<file path="config.mk">
export PLATFORM = sky130hd
export DESIGN_NAME = ac_bit_emitter
export DESIGN_NICKNAME = d
export VERILOG_FILES = /design/src/rtl/ac_pkg.sv /design/src/rtl/ac_bit_packer.sv /design/src/rtl/ac_bit_emitter.sv
export SDC_FILE = /design/constraint.sdc
export NUM_CORES = 1
export LEC_CHECK = 0
export ABC_CLOCK_PERIOD_IN_PS = 8900
export BUFFER_PORTS_ARGS = -buffer_cell sky130_fd_sc_hd__buf_4
export CORE_ASPECT_RATIO = 1.2
export CORE_UTILIZATION = 50
export CTS_BUF_LIST = sky130_fd_sc_hd__clkbuf_8
export CTS_CLUSTER_SIZE = 20
export DETAILED_ROUTE_END_ITERATION = 7
export PLACE_DENSITY = 0.7
export SLEW_MARGIN = 20
export SYNTH_ARGS = -nofsm -noshare
export SYNTH_HDL_FRONTEND = slang
export SYNTH_SLANG_ARGS = --single-unit
</file>
<file path="constraint.sdc">
create_clock -name clk -period 8.9 [get_ports clk]
set_clock_uncertainty 0.1 [all_clocks]
set_input_delay 0.445 -clock clk [delete_from_list [all_inputs] [get_ports clk]]
set_output_delay 0.445 -clock clk [all_outputs]
set_load 0.05 [all_outputs]
</file>
<file path="src/rtl/ac_pkg.sv">
// Shared types and constants for the arithmetic-coder bit emission path.
package ac_pkg;

    localparam int unsigned BOUND_W = 16;
    localparam int unsigned PEND_W  = 5;
    localparam int unsigned LEN_W   = $clog2(BOUND_W) + 1;

    typedef enum logic [2:0] {
        ST_IDLE,
        ST_HEAD,
        ST_PEND,
        ST_REST,
        ST_PAD
    } emit_state_t;

    typedef struct packed {
        logic [BOUND_W-1:0] prefix_bits;
        logic [LEN_W-1:0]   prefix_len;
        logic [PEND_W-1:0]  underflow_cnt;
        logic               flush;
    } ac_pkt_t;

    // Saturating add of the pending accumulator; MSB of the result flags saturation.
    function automatic logic [PEND_W:0] pend_sat_add(input logic [PEND_W-1:0] a,
                                                     input logic [PEND_W-1:0] b);
        logic [PEND_W:0] s;
        s = {1'b0, a} + {1'b0, b};
        if (s[PEND_W]) begin
            return {1'b1, {PEND_W{1'b1}}};
        end
        return s;
    endfunction

endpackage

</file>
<file path="src/rtl/ac_bit_packer.sv">
// Serial bit-in / word-out packer: MSB-first shift register, one-word holding
// register on a valid/ready stream, zero padding and last-word marking.
module ac_bit_packer #(
    parameter int unsigned OUT_W = 8
) (
    input  logic             clk,
    input  logic             rst,
    input  logic             bit_vld_i,
    input  logic             bit_i,
    input  logic             pad_i,
    output logic             stall_o,
    output logic             bit_ack_o,
    output logic             pad_done_o,
    output logic [OUT_W-1:0] m_data,
    output logic             m_valid,
    input  logic             m_ready,
    output logic             m_last
);

    localparam int unsigned CNT_W = $clog2(OUT_W + 1);

    logic [OUT_W-1:0] sr_q;
    logic [CNT_W-1:0] cnt_q;
    logic [OUT_W-1:0] m_data_q;
    logic             m_valid_q;
    logic             m_last_q;

    logic             take;
    logic             free;
    logic             word_full;
    logic [OUT_W-1:0] word_d;
    logic [OUT_W-1:0] pad_word;

    // Holding-register availability, stall and word assembly.
    always_comb begin
        take       = m_valid_q && m_ready;
        free       = !m_valid_q || m_ready;
        word_full  = (cnt_q == CNT_W'(OUT_W - 1));
        stall_o    = bit_vld_i && word_full && !free;
        bit_ack_o  = bit_vld_i && !stall_o;
        pad_done_o = pad_i && (free || (cnt_q == '0));
        word_d     = {sr_q[OUT_W-2:0], bit_i};
        pad_word   = sr_q << (OUT_W - 32'(cnt_q));
    end

    // Shift in accepted bits, hand full or padded words to the output register.
    always_ff @(posedge clk or posedge rst) begin
        if (rst) begin
            sr_q      <= '0;
            cnt_q     <= '0;
            m_data_q  <= '0;
            m_valid_q <= 1'b0;
            m_last_q  <= 1'b0;
        end else begin
            if (take) begin
                m_valid_q <= 1'b0;
                m_last_q  <= 1'b0;
            end
            if (bit_ack_o) begin
                if (word_full) begin
                    m_data_q  <= word_d;
                    m_valid_q <= 1'b1;
                    m_last_q  <= 1'b0;
                    sr_q      <= '0;
                    cnt_q     <= '0;
                end else begin
                    sr_q  <= word_d;
                    cnt_q <= cnt_q + 1'b1;
                end
            end else if (pad_done_o) begin
                if (cnt_q != '0) begin
                    m_data_q  <= pad_word;
                    m_valid_q <= 1'b1;
                    m_last_q  <= 1'b1;
                    sr_q      <= '0;
                    cnt_q     <= '0;
                end else if (!free) begin
                    // Nothing partial: the word still waiting downstream becomes the last one.
                    m_last_q <= 1'b1;
                end else begin
                    m_data_q  <= '0;
                    m_valid_q <= 1'b1;
                    m_last_q  <= 1'b1;
                end
            end
        end
    end

    assign m_data  = m_data_q;
    assign m_valid = m_valid_q;
    assign m_last  = m_last_q;

endmodule

</file>
<file path="src/rtl/ac_bit_emitter.sv">
// Arithmetic-coder bit emitter: resolved prefix bits interleaved with pending
// (E3) bits, packed MSB-first into words.
// Optional statistics counters: define AC_BIT_EMITTER_STATS_EN.
module ac_bit_emitter
    import ac_pkg::*;
#(
    parameter int unsigned BOUND_W = ac_pkg::BOUND_W,
    parameter int unsigned PEND_W  = ac_pkg::PEND_W,
    parameter int unsigned OUT_W   = 8
) (
    input  logic                       clk,
    input  logic                       rst,
    input  logic                       s_valid,
    output logic                       s_ready,
    input  logic [BOUND_W-1:0]         prefix_bits,
    input  logic [$clog2(BOUND_W):0]   prefix_len,
    input  logic [PEND_W-1:0]          underflow_cnt,
    input  logic                       flush,
    output logic [OUT_W-1:0]           m_data,
    output logic                       m_valid,
    input  logic                       m_ready,
    output logic                       m_last,
    output logic                       pend_ovf
`ifdef AC_BIT_EMITTER_STATS_EN
    ,
    output logic [31:0]                bits_emitted,
    output logic [31:0]                words_emitted
`endif
);

    emit_state_t       state_q;
    ac_pkt_t           pkt_q;
    ac_pkt_t           in_pkt;
    logic [PEND_W-1:0] pend_q;
    logic              ovf_q;
    logic              head_bit_q;

    logic [PEND_W-1:0] acc_base;
    logic [PEND_W-1:0] acc_uf;
    logic [PEND_W:0]   acc_res;
    logic              bit_vld;
    logic              bit_val;
    logic              pad_req;
    logic              stall;
    logic              bit_ack;
    logic              pad_done;

    // Input packet view, accumulate operands and the bit offered to the packer.
    always_comb begin
        in_pkt.prefix_bits   = prefix_bits;
        in_pkt.prefix_len    = prefix_len;
        in_pkt.underflow_cnt = underflow_cnt;
        in_pkt.flush         = flush;
        // A packet with no resolved bits accumulates straight from the accept cycle;
        // otherwise the accumulator has already drained to zero when the packet ends.
        acc_base = (state_q == ST_IDLE) ? pend_q : '0;
        acc_uf   = (state_q == ST_IDLE) ? underflow_cnt : pkt_q.underflow_cnt;
        acc_res  = pend_sat_add(acc_base, acc_uf);
        bit_vld  = (state_q == ST_HEAD) || (state_q == ST_PEND) || (state_q == ST_REST);
        bit_val  = (state_q == ST_PEND) ? ~head_bit_q : pkt_q.prefix_bits[BOUND_W-1];
        pad_req  = (state_q == ST_PAD);
    end

    // Emission FSM: head bit, pending inverted bits, remaining prefix, optional pad.
    always_ff @(posedge clk or posedge rst) begin
        if (rst) begin
            state_q    <= ST_IDLE;
            pkt_q      <= '0;
            pend_q     <= '0;
            ovf_q      <= 1'b0;
            head_bit_q <= 1'b0;
        end else begin
            unique case (state_q)
                ST_IDLE: begin
                    if (s_valid) begin
                        pkt_q <= in_pkt;
                        if (prefix_len != '0) begin
                            state_q <= ST_HEAD;
                        end else begin
                            pend_q  <= acc_res[PEND_W-1:0];
                            ovf_q   <= ovf_q | acc_res[PEND_W];
                            state_q <= flush ? ST_PAD : ST_IDLE;
                        end
                    end
                end
                ST_HEAD: begin
                    if (bit_ack) begin
                        head_bit_q        <= pkt_q.prefix_bits[BOUND_W-1];
                        pkt_q.prefix_bits <= pkt_q.prefix_bits << 1;
                        pkt_q.prefix_len  <= pkt_q.prefix_len - 1'b1;
                        if (pend_q != '0) begin
                            state_q <= ST_PEND;
                        end else if (pkt_q.prefix_len > 1) begin
                            state_q <= ST_REST;
                        end else begin
                            pend_q  <= acc_res[PEND_W-1:0];
                            ovf_q   <= ovf_q | acc_res[PEND_W];
                            state_q <= pkt_q.flush ? ST_PAD : ST_IDLE;
                        end
                    end
                end
                ST_PEND: begin
                    if (bit_ack) begin
                        pend_q <= pend_q - 1'b1;
                        if (pend_q == 1) begin
                            if (pkt_q.prefix_len != '0) begin
                                state_q <= ST_REST;
                            end else begin
                                pend_q  <= acc_res[PEND_W-1:0];
                                ovf_q   <= ovf_q | acc_res[PEND_W];
                                state_q <= pkt_q.flush ? ST_PAD : ST_IDLE;
                            end
                        end
                    end
                end
                ST_REST: begin
                    if (bit_ack) begin
                        pkt_q.prefix_bits <= pkt_q.prefix_bits << 1;
                        pkt_q.prefix_len  <= pkt_q.prefix_len - 1'b1;
                        if (pkt_q.prefix_len == 1) begin
                            pend_q  <= acc_res[PEND_W-1:0];
                            ovf_q   <= ovf_q | acc_res[PEND_W];
                            state_q <= pkt_q.flush ? ST_PAD : ST_IDLE;
                        end
                    end
                end
                ST_PAD: begin
                    if (pad_done) begin
                        pend_q  <= '0;
                        state_q <= ST_IDLE;
                    end
                end
                default: state_q <= ST_IDLE;
            endcase
        end
    end

    assign s_ready  = (state_q == ST_IDLE);
    assign pend_ovf = ovf_q;

    ac_bit_packer #(
        .OUT_W (OUT_W)
    ) u_packer (
        .clk        (clk),
        .rst        (rst),
        .bit_vld_i  (bit_vld),
        .bit_i      (bit_val),
        .pad_i      (pad_req),
        .stall_o    (stall),
        .bit_ack_o  (bit_ack),
        .pad_done_o (pad_done),
        .m_data     (m_data),
        .m_valid    (m_valid),
        .m_ready    (m_ready),
        .m_last     (m_last)
    );

`ifdef AC_BIT_EMITTER_STATS_EN
    logic [31:0] bits_q;
    logic [31:0] words_q;

    // Emitted-bit and handshaken-word counters, wrapping.
    always_ff @(posedge clk or posedge rst) begin
        if (rst) begin
            bits_q  <= '0;
            words_q <= '0;
        end else begin
            if (bit_ack) begin
                bits_q <= bits_q + 1'b1;
            end
            if (m_valid && m_ready) begin
                words_q <= words_q + 1'b1;
            end
        end
    end

    assign bits_emitted  = bits_q;
    assign words_emitted = words_q;
`endif

    // stall is consumed inside the packer's bit_ack; kept visible for debug.
    logic unused_stall;
    assign unused_stall = stall;

endmodule

</file>
# Word-level counts from Yosys, hierarchy flattened
# Cells that the tools add are included.
[op_classes]
reduce_logical = 33
shifts = 1
n_eq_ne = 20
addsub = 5
mux = 69
n_lt_le_gt_ge = 1
n_bitwise = 2
[op_table]
columns = ["operator", "n"]
rows = [
  ["$mux W8", 9],
  ["$mux W5", 13],
  ["$pmux W21 S2", 1],
  ["$mux W3", 13],
  ["$shl A8 B32 Y8", 1],
  ["$mux W27", 1],
  ["$pmux W5 S5", 1],
  ["$mux W1", 22],
  ["$mux W21", 1],
  ["$reduce_bool A5 Y1", 4],
  ["$ne A2 B2 Y1 const B", 9],
  ["$mux W4", 4],
  ["$pmux W3 S5", 1],
  ["$mux W6", 2],
  ["$reduce_and A11 Y1", 1],
  ["$eq A5 B1 Y1 const B", 2],
  ["$reduce_and A10 Y1", 1],
  ["$sub A5 B1 Y5 const B", 2],
  ["$ne A2 B1 Y1 const B", 4],
  ["$reduce_bool A4 Y1", 2],
  ["$reduce_and A7 Y1", 1],
  ["$add A5 B5 Y6", 1],
  ["$eq A3 B2 Y1 const B", 2],
  ["$reduce_and A2 Y1", 3],
  ["18 further kinds", 30],
]
[word_totals]
register_bits = 59
output_inout_bits = 12
input_bits = 31

# Longest topological paths before layout
# Gate-level depths: netlist of the first run.
[logic_depth]
ltp_word = 10
ltp_mapped = 12

# Cells and area by module
# A second synthesis of the first run with hierarchy kept.
[unflattened]
hier_cells = 411
hier_area_um2 = 3876.2
[by_module_without_submodules]
columns = ["module", "area_per_inst_um2", "cells_each", "seq_area_each_um2", "instances"]
rows = [
  ["ac_bit_emitter", 2477.4, 279, 925.9, 1],
  ["ac_bit_packer", 1398.8, 132, 550.5, 1],
]

# Worst setup path before layout of the first run
# Ideal clock, no wire load.
[synth_timing]
path_kind = "register -> register"
from = "register state_q[1]"
to = "register pend_q[3]"
path_stages_with_launch = 12
period_less_slack_ns = 3.300
path_slack_ns = 5.600
arrival_time_ns = 3.079
path_cell_list = "dfrtp_1 -> buf_4 -> nor3_1 -> clkbuf_1 -> mux2_2 -> ha_1 -> a211o_1 -> o211ai_1 -> a21oi_1 -> a21oi_1 -> o22ai_1 -> a22o_1"
[synth_between]
elab_chain_cells = 9
word_cells_on_any_way = 39
cone_classes = "1 x add/sub; 13 x eq/ne; 15 x mux; 10 x reduce/logical"
[synth_rtl]
columns = ["item", "line", "text"]
rows = [
  ["start, declared", "ac_bit_emitter.sv:31", "emit_state_t state_q;"],
  ["start signal, assigned", "ac_bit_emitter.sv:82", "state_q <= flush ? ST_PAD : ST_IDLE;"],
  ["start signal, assigned", "ac_bit_emitter.sv:98", "state_q <= pkt_q.flush ? ST_PAD : ST_IDLE;"],
  ["start signal, assigned", "ac_bit_emitter.sv:111", "state_q <= pkt_q.flush ? ST_PAD : ST_IDLE;"],
  ["$logic_not A3 Y1 *", "--", ""],
  ["named net s_ready", "ac_bit_emitter.sv:14", "output logic s_ready,"],
  ["$mux W5, on equally long branches", "ac_bit_emitter.sv:56, ac_bit_emitter.sv:57", ""],
  ["$add A5 B5 Y6", "ac_pkg.sv:27", "s = {1'b0, a} + {1'b0, b};"],
  ["$mux W1", "ac_pkg.sv:28", "if (s[PEND_W]) begin"],
  ["$mux W6", "ac_pkg.sv:31", "return s;"],
  ["$mux W5, on equally long branches", "ac_bit_emitter.sv:106, ac_bit_emitter.sv:93", ""],
  ["$mux W5, on equally long branches", "ac_bit_emitter.sv:105, ac_bit_emitter.sv:91", ""],
  ["$mux W5, on equally long branches", "ac_bit_emitter.sv:103, ac_bit_emitter.sv:87", ""],
  ["$pmux W5 S5", "ac_bit_emitter.sv:73", "unique case (state_q)"],
  ["end signal, assigned", "ac_bit_emitter.sv:80", "pend_q <= acc_res[PEND_W-1:0];"],
  ["end signal, assigned", "ac_bit_emitter.sv:104", "pend_q <= pend_q - 1'b1;"],
  ["end signal, assigned", "ac_bit_emitter.sv:109", "pend_q <= acc_res[PEND_W-1:0];"],
  ["end, declared", "ac_bit_emitter.sv:34", "logic [PEND_W-1:0] pend_q;"],
]
# The timed path passes the listed nets; every way through them passes the cells marked *. The select of a mux whose other input is x is not followed.
# A chain may end at the register's enable or synchronous reset.

# Worst setup path in the final report of the first run
[layout_timing]
from = "register u_packer.cnt_q[0]"
to = "register u_packer.sr_q[7]"
[layout_between]
elab_chain_cells = 7
word_cells_on_any_way = 14
cone_classes = "1 x eq/ne; 2 x mux; 11 x reduce/logical"
[layout_rtl]
columns = ["item", "line", "text"]
rows = [
  ["start, declared", "ac_bit_packer.sv:23", "logic [CNT_W-1:0] cnt_q;"],
  ["start signal, assigned", "ac_bit_packer.sv:68", "cnt_q <= cnt_q + 1'b1;"],
  ["$eq A4 B3 Y1", "ac_bit_packer.sv:38", "word_full = (cnt_q == CNT_W'(OUT_W - 1));"],
  ["$logic_and A1 B1 Y1 (2 in series)", "ac_bit_packer.sv:39", "stall_o = bit_vld_i && word_full && !free;"],
  ["$logic_not A1 Y1", "ac_bit_packer.sv:40", "bit_ack_o = bit_vld_i && !stall_o;"],
  ["$logic_and A1 B1 Y1", "ac_bit_packer.sv:40", ""],
  ["$reduce_bool A2 Y1 (no line)", "--", ""],
  ["$reduce_and A2 Y1 (no line)", "--", ""],
  ["end signal, assigned", "ac_bit_packer.sv:67", "sr_q <= word_d;"],
  ["end, declared", "ac_bit_packer.sv:22", "logic [OUT_W-1:0] sr_q;"],
]
# Several ways; a longest one is shown, not always the timed one.

==> results of run 1 <==
critical path, cell delays in order, from the launching register on:
cell and delay [ns]:
dfrtp_1 0.73, ha_1 0.32, nand3b_1 0.15, nor2_1 0.43, nor2_1 0.28, nor2_1 0.60, a22o_1 0.23
worst paths after layout:
| check | endpoint | slack (ns) |
|---|---|---|
| min in group clk | pkt_q[3] | 0.23 |
| hold / removal | u_packer.m_data[7] | 0.19 |
| setup / recovery | u_packer.sr_q[7] | 5.99 |
| max in group asynchronous | pkt_q[2] | 8.00 |
| hold reg to reg | pkt_q[18] | 0.38 |
| setup reg to reg | u_packer.sr_q[7] | 5.99 |
Yosys cell counts, types with 3 or more instances:
| master | instances | area, um2 |
|---|---|---|
| a22oi_1 | 3 | 22.5 |
| a31oi_1 | 9 | 56.3 |
| o21ai_0 | 37 | 185 |
| and3_1 | 17 | 106 |
| nor3_1 | 10 | 50.1 |
| and2_1 | 6 | 37.5 |
| a22o_1 | 11 | 96.3 |
| o211ai_1 | 3 | 22.5 |
| mux2i_1 | 8 | 80.1 |
| nand2b_1 | 6 | 37.5 |
| a21oi_1 | 43 | 215 |
| inv_1 | 12 | 45.0 |
| ha_1 | 12 | 150 |
| clkbuf_1 | 21 | 78.8 |
| dfrtp_1 | 59 | 1480 |
| a211oi_1 | 8 | 60.1 |
| nor2b_1 | 3 | 18.8 |
| nand2_1 | 35 | 131 |
| nor2_1 | 37 | 139 |
| mux2_2 | 14 | 158 |
| nand3_1 | 7 | 35.0 |
| o22ai_1 | 3 | 18.8 |
flip-flops by register name, summed over array words and instances, names as in the netlist:
signal	count
u_packer.m_last	1
u_packer.cnt_q	4
u_packer.m_data	8
pend_q	5
pkt_q	27
head_bit_q	1
state_q	3
u_packer.m_valid	1
u_packer.sr_q	8
pend_ovf	1
layout make-up:
cell class / count / area, um2
Sequential cell: 59 / 1480
Fill cell: 659 / 2740
Tap cell: 87 / 109
Multi-Input combinational cell: 316 / 2020
Inverter: 12 / 45.0
Timing Repair Buffer: 46 / 345
Clock buffer: 9 / 124
Clock inverter: 7 / 78.8
power by group through the flow:
stage               Clock, mW  Sequential, mW  Combinational [mW]
finish                  0.252           0.512               0.977
global route            0.269           0.530                1.09
CTS                     0.258           0.511               0.976
detailed placement          0           0.514               0.970
global placement            0           0.510               0.952
floorplan                   0           0.542               0.733
cell families after synthesis:
| family | synth area share |
|---|---|
| AO/OA/AOI/OAI | 0.244 |
| AND/OR/NAND/NOR | 0.189 |
| multiplexers | 0.0651 |
| XOR/XNOR | 0.00480 |
| buffers and inverters | 0.0456 |
| adder cells (fa/ha/maj) | 0.0466 |
| flip-flops | 0.404 |
metal layers:
layer  global-route usage  routed length [um]
met1                0.294                3640
met2                0.407                4180
met3               0.0517                 352
met4                0.107                 119
met5                    0                   0
per-stage QoR:
step           total power [mW]  setup WS, ns
2_1_floorplan              1.27          5.60
3_3_place_gp               1.46          6.04
3_5_place_dp               1.48          6.01
4_1_cts                    1.74          6.02
5_1_grt                    1.89          5.74
6_report                   1.74          5.99
==> reports/metrics.cfg, run 1 <==
[layout]
finalNetCount=488
most-common-layout-cells=59 x dfrtp_1, 46 x buf_4, 41 x a21oi_1
fin_area_um2=4190
area_growth_pct=14.9
fin_cells=536
final_common_cell=dfrtp_1
diodes=0
finish.utilization=0.605
layout-drive-gt1-share=0.198

[route]
vias=3198
viasPerCell=5.97
wl_per_cell_um=15.5
first_pass_iters=5
drc=0
postRouteAntennaNets=0
wl_mm=8.28
drtIter0Drc=199

[floorplanning]
dieHeight_um=95.6
initial_core_util=0.526
coreArea_um2=6940
ios=43
placementRows=33
die-area_um2=7650
dieWidth_um=80.0

[setup_path]
cp.arrival_ns=3.10
cp_data_required_time_ns=9.09
r2r_start=u_packer.cnt_q[0]
r2r_cells=6
crit_path_start_kind=register
crit_type=reg2reg
crit_fanout=17
cp-startpoint=u_packer.cnt_q[0]
cp-end-kind=register

[timing]
relSlewSlack=0.343
report.final.setup_viol=0
rsz0062_at_grt=false
setup-tns-final_ns=0
tightest_slew_ns=0.986
finalHoldViolCount=0
min_period_ns=2.91
fmax_mhz=343
period_share=0.327
timing.final.max_slew_violations=0
hold_slack_ns=0.190

[clock_tree]
hold_buffers=0
post_cts_buffers=0
cts-root-buf=clkbuf_8
htree_levels=3
cts_tree=done
clkSinkCount=59
clock_latency_ns=0.36
path_clk_slew_ns=0.08
cts_buffers=9
cts-resized-gates=0
clk_path_buf_depth=2

[synth]
synth_warnings=0
synth_seq_cells=59
syn_area_um2=3650
synthFlopType=dfrtp_1
netlist_instances=413
syn_nets=457
synth_edf_count=0
seq_area_frac_synth=0.404
async_reset_ff_frac=1.00
yosysUniqueCellTypes=56
syn_area_per_cell_um2=8.84

[run_status]
outcome=completed

[power]
clkPwrFrac=0.145
sw_frac_of_total=0.482
p_leak_nw=1.88
seq_power_share=0.294
p_int_mw=0.902
ir_worst_vdd_uv=265
switching_power_mw=0.839
power_density_nw_per_um2=415
comb_power_share=0.561

[global_routing]
antenna_found_initial=0
grt_max_degree=60
grt_pass1_wl_mm=14.0
grt-ovfl-total=0
track_usage=0.241
grt_pass1_vias=3021

[placed_design]
port_buffers=42
gp_congestion=0.857
placed_cells=520
placed_area_um2=3990
dp_hpwl_mm=5.64

[flow_run]
maxCapViolCount=0

[hold_path]
min_path_type=in2async

Power figures use the tool's default switching activity.
==> run 2: changes to the inputs <==
ABC_AREA = 1   (was default)
ABC_CLOCK_PERIOD_IN_PS = 2870   (was 8900)
clock period = 2.87 ns   (was 8.9 ns; I/O delays follow)
==> run 2 against run 1 <==
  * Design area rose by 9.3%
  * Sequential power rose to 2.9 times the previous value
  * Worst setup slack got worse by 5.8 ns
  * Non-clock buffer count rose by 12
  * Clock power rose to 2.9 times the previous value
  * Synthesized cell count rose by 30%
  * Highest routed layer unchanged
==> reports/metrics.cfg, run 2 <==
[run_status]
outcome=completed

[setup_path]
slowest_stage=dfrtp_1
reg2reg_to=pend_q[4]
reg2reg_slack_ns=0.20
cp.arrival_ns=2.82
cp-startpoint=state_q[0]
cp.depth=16
cp-endpoint=pend_q[4]
crit_fanout=7
r2r_start=state_q[0]
cp-end-kind=register
crit_path_start_kind=register
r2r_cells=16
critical-path-top-delay-family=simple AND/OR/NAND/NOR gates
crit_type=reg2reg
path_cells=inv_4 -> nand2_2 -> nor2_4 -> clkinvlp_4 -> nand2_1 -> o21ai_0 -> ha_1 -> fa_1 -> nand3_1 -> nand3_1 -> nand2_1 -> nand2_1 -> nor2_1 -> nor2_1 -> nor2_1 -> a21oi_1
cpPeakStageDelay_ns=0.42
crit_buf_inv=2
cp_data_required_time_ns=3.01

[global_routing]
grt_pass1_vias=3501
track_usage=0.239
grt-ovfl-total=0
antenna_found_initial=0
grt_pass1_wl_mm=15.0
grt_max_degree=44

[synth]
synth_seq_cells=59
synth_commonest_cells=149 x nand2_1, 65 x inv_1, 59 x dfrtp_1
syn_area_um2=3900
async_reset_ff_frac=1.00
synth_top_area_cell=dfrtp_1
yosysTopAreaCellShare=0.378
synthFlopType=dfrtp_1
synth_warnings=0
syn_area_per_cell_um2=7.29
netlist_instances=535
syn_nets=579
seq_area_frac_synth=0.378
post-synth-top-count-cell=nand2_1
yosysUniqueCellTypes=39
synth_edf_count=0
synthTopCellsByArea=dfrtp_1 38%, nand2_1 14%, o21ai_0 6.5%, inv_1 6.3%, nand3_1 4.2%

[clock_tree]
cts_buffers=9
clk_path_buf_depth=2
htree_levels=3
cts_tree=done
path_clk_slew_ns=0.07
cts-root-buf=clkbuf_8
clock_latency_ns=0.36
clkSinkCount=59

[timing]
period_share=0.931
fmax_mhz=374
min_period_ns=2.67
relSlewSlack=0.391
hold_slack_ns=0.00340
setup-tns-final_ns=0
report.final.setup_viol=0
tightest_slew_ns=0.913
rsz0062_at_grt=false
timing.final.max_slew_violations=0
finalHoldViolCount=0

[power]
total_power_mw=6.09
power_density_nw_per_um2=1330
ir_worst_vdd_uv=763
p_leak_nw=2.31

[layout]
largest_reg_flops=27
multi_input_area_um2=2040
regMostFlops=pkt_q
most-common-layout-cells=149 x nand2_1, 64 x inv_1, 59 x dfrtp_1
final_common_cell=nand2_1
fin_cells=683
n_fill_cell=686
seq_area_um2=1480
diodes=0
layout-drive-gt1-share=0.202
finalNetCount=633
finish.utilization=0.619
area_growth_pct=17.5

[route]
viasPerCell=5.18
drtIter0Drc=140
drc=0
wl_mm=8.69
vias=3541
first_pass_iters=4
wl_per_cell_um=12.7
postRouteAntennaNets=0

[floorplanning]
initial_core_util=0.527
ios=43
die-area_um2=8160
placementRows=34
dieWidth_um=82.6
dieHeight_um=98.8
coreArea_um2=7400

[placed_design]
port_buffers=42
placed_cells=656
gp_congestion=0.894
dp_hpwl_mm=6.44

[flow_run]
maxCapViolCount=0

[hold_path]
min_path_type=in2reg

## run 2: cell count changes in the layout (fill, tap and decap cells not counted), moves of 9 or more
| cell | delta |
|---|---|
| nand2_1 | +114 |
| nand2_4 | +9 |
| inv_1 | +53 |
| o21ai_0 | +13 |
| a21oi_1 | -21 |
| nand3_1 | +25 |
| mux2_2 | -12 |
| a22o_1 | -11 |
| o21ai_1 | +16 |
| and3_1 | -17 |
## run 2: how the worst min path moves through the flow
stage | startpoint | to | slack [ns] | cells after the start
5_1_grt | prefix_bits[6] | pkt_q[17] | 0.03 | 5
3_5_place_dp | flush | pkt_q[0] | 0.30 | 2
6_report | prefix_bits[8] | pkt_q[19] | 0.003 | 5
2_1_floorplan | prefix_bits[0] | pkt_q[11] | 0.19 | 2
3_3_place_gp | prefix_bits[0] | pkt_q[11] | 0.29 | 3
4_1_cts | prefix_bits[6] | pkt_q[17] | 0.004 | 5
## run 2: final cells by class
type,count,share of cell area
Inverter,79,0.0693
Sequential cell,59,0.322
Clock buffer,9,0.0270
Clock inverter,6,0.0128
Tap cell,90,0.0246
Multi-Input combinational cell,382,0.445
Timing Repair Buffer,58,0.0988
## run 2: stage by stage
step                      cell area (um2)  worst slack [ns]
after floorplan                      3900             0.106
after global placement               4280             0.266
after detailed placement             4280             0.180
after CTS                            4540             0.184
after global routing                 4580           0.00403
final                                4580             0.197
## run 2: per-layer routing
| layer | global-route usage | vias up | share of wire |
|---|---|---|---|
| met5 | 0 | - | 0 |
| li1 | - | 1816 | - |
| met3 | 0.0620 | 18 | 0.040 |
| met4 | 0.0955 | 0 | 0.024 |
| met2 | 0.384 | 68 | 0.48 |
| met1 | 0.302 | 1639 | 0.45 |
## run 2: report_power, final
group	total (mW)	internal (mW)	switching, mW
clock network	0.739	0.389	0.350
logic	3.89	1.32	2.57
registers	1.46	1.21	0.254
total	6.08	2.91	3.17
## run 2: worst min-delay path, delay by kind of cell
family	cells	cell delay (ns)
compound gates	2	0.12
simple gates	2	0.09
buf+inv	1	0.08
## run 2: kinds of logic after synthesis
| group | count (synthesis) | synth area share |
|---|---|---|
| xor+xnor | 8 | 0.0180 |
| mux | 2 | 0.00577 |
| simple gates | 248 | 0.296 |
| compound gates | 111 | 0.157 |
| fa+ha+maj | 13 | 0.0436 |
| buf+inv | 94 | 0.101 |
| flops | 59 | 0.378 |
## run 2: timing repair
| item | CTS | global route |
|---|---|---|
| hold endpoints to repair | 48 | 0 |
| setup endpoints to repair | 0 | 6 |
| hold buffers | 8 | 0 |
| buffers inserted | 0 | 4 |
| resized for setup | 0 | 5 |
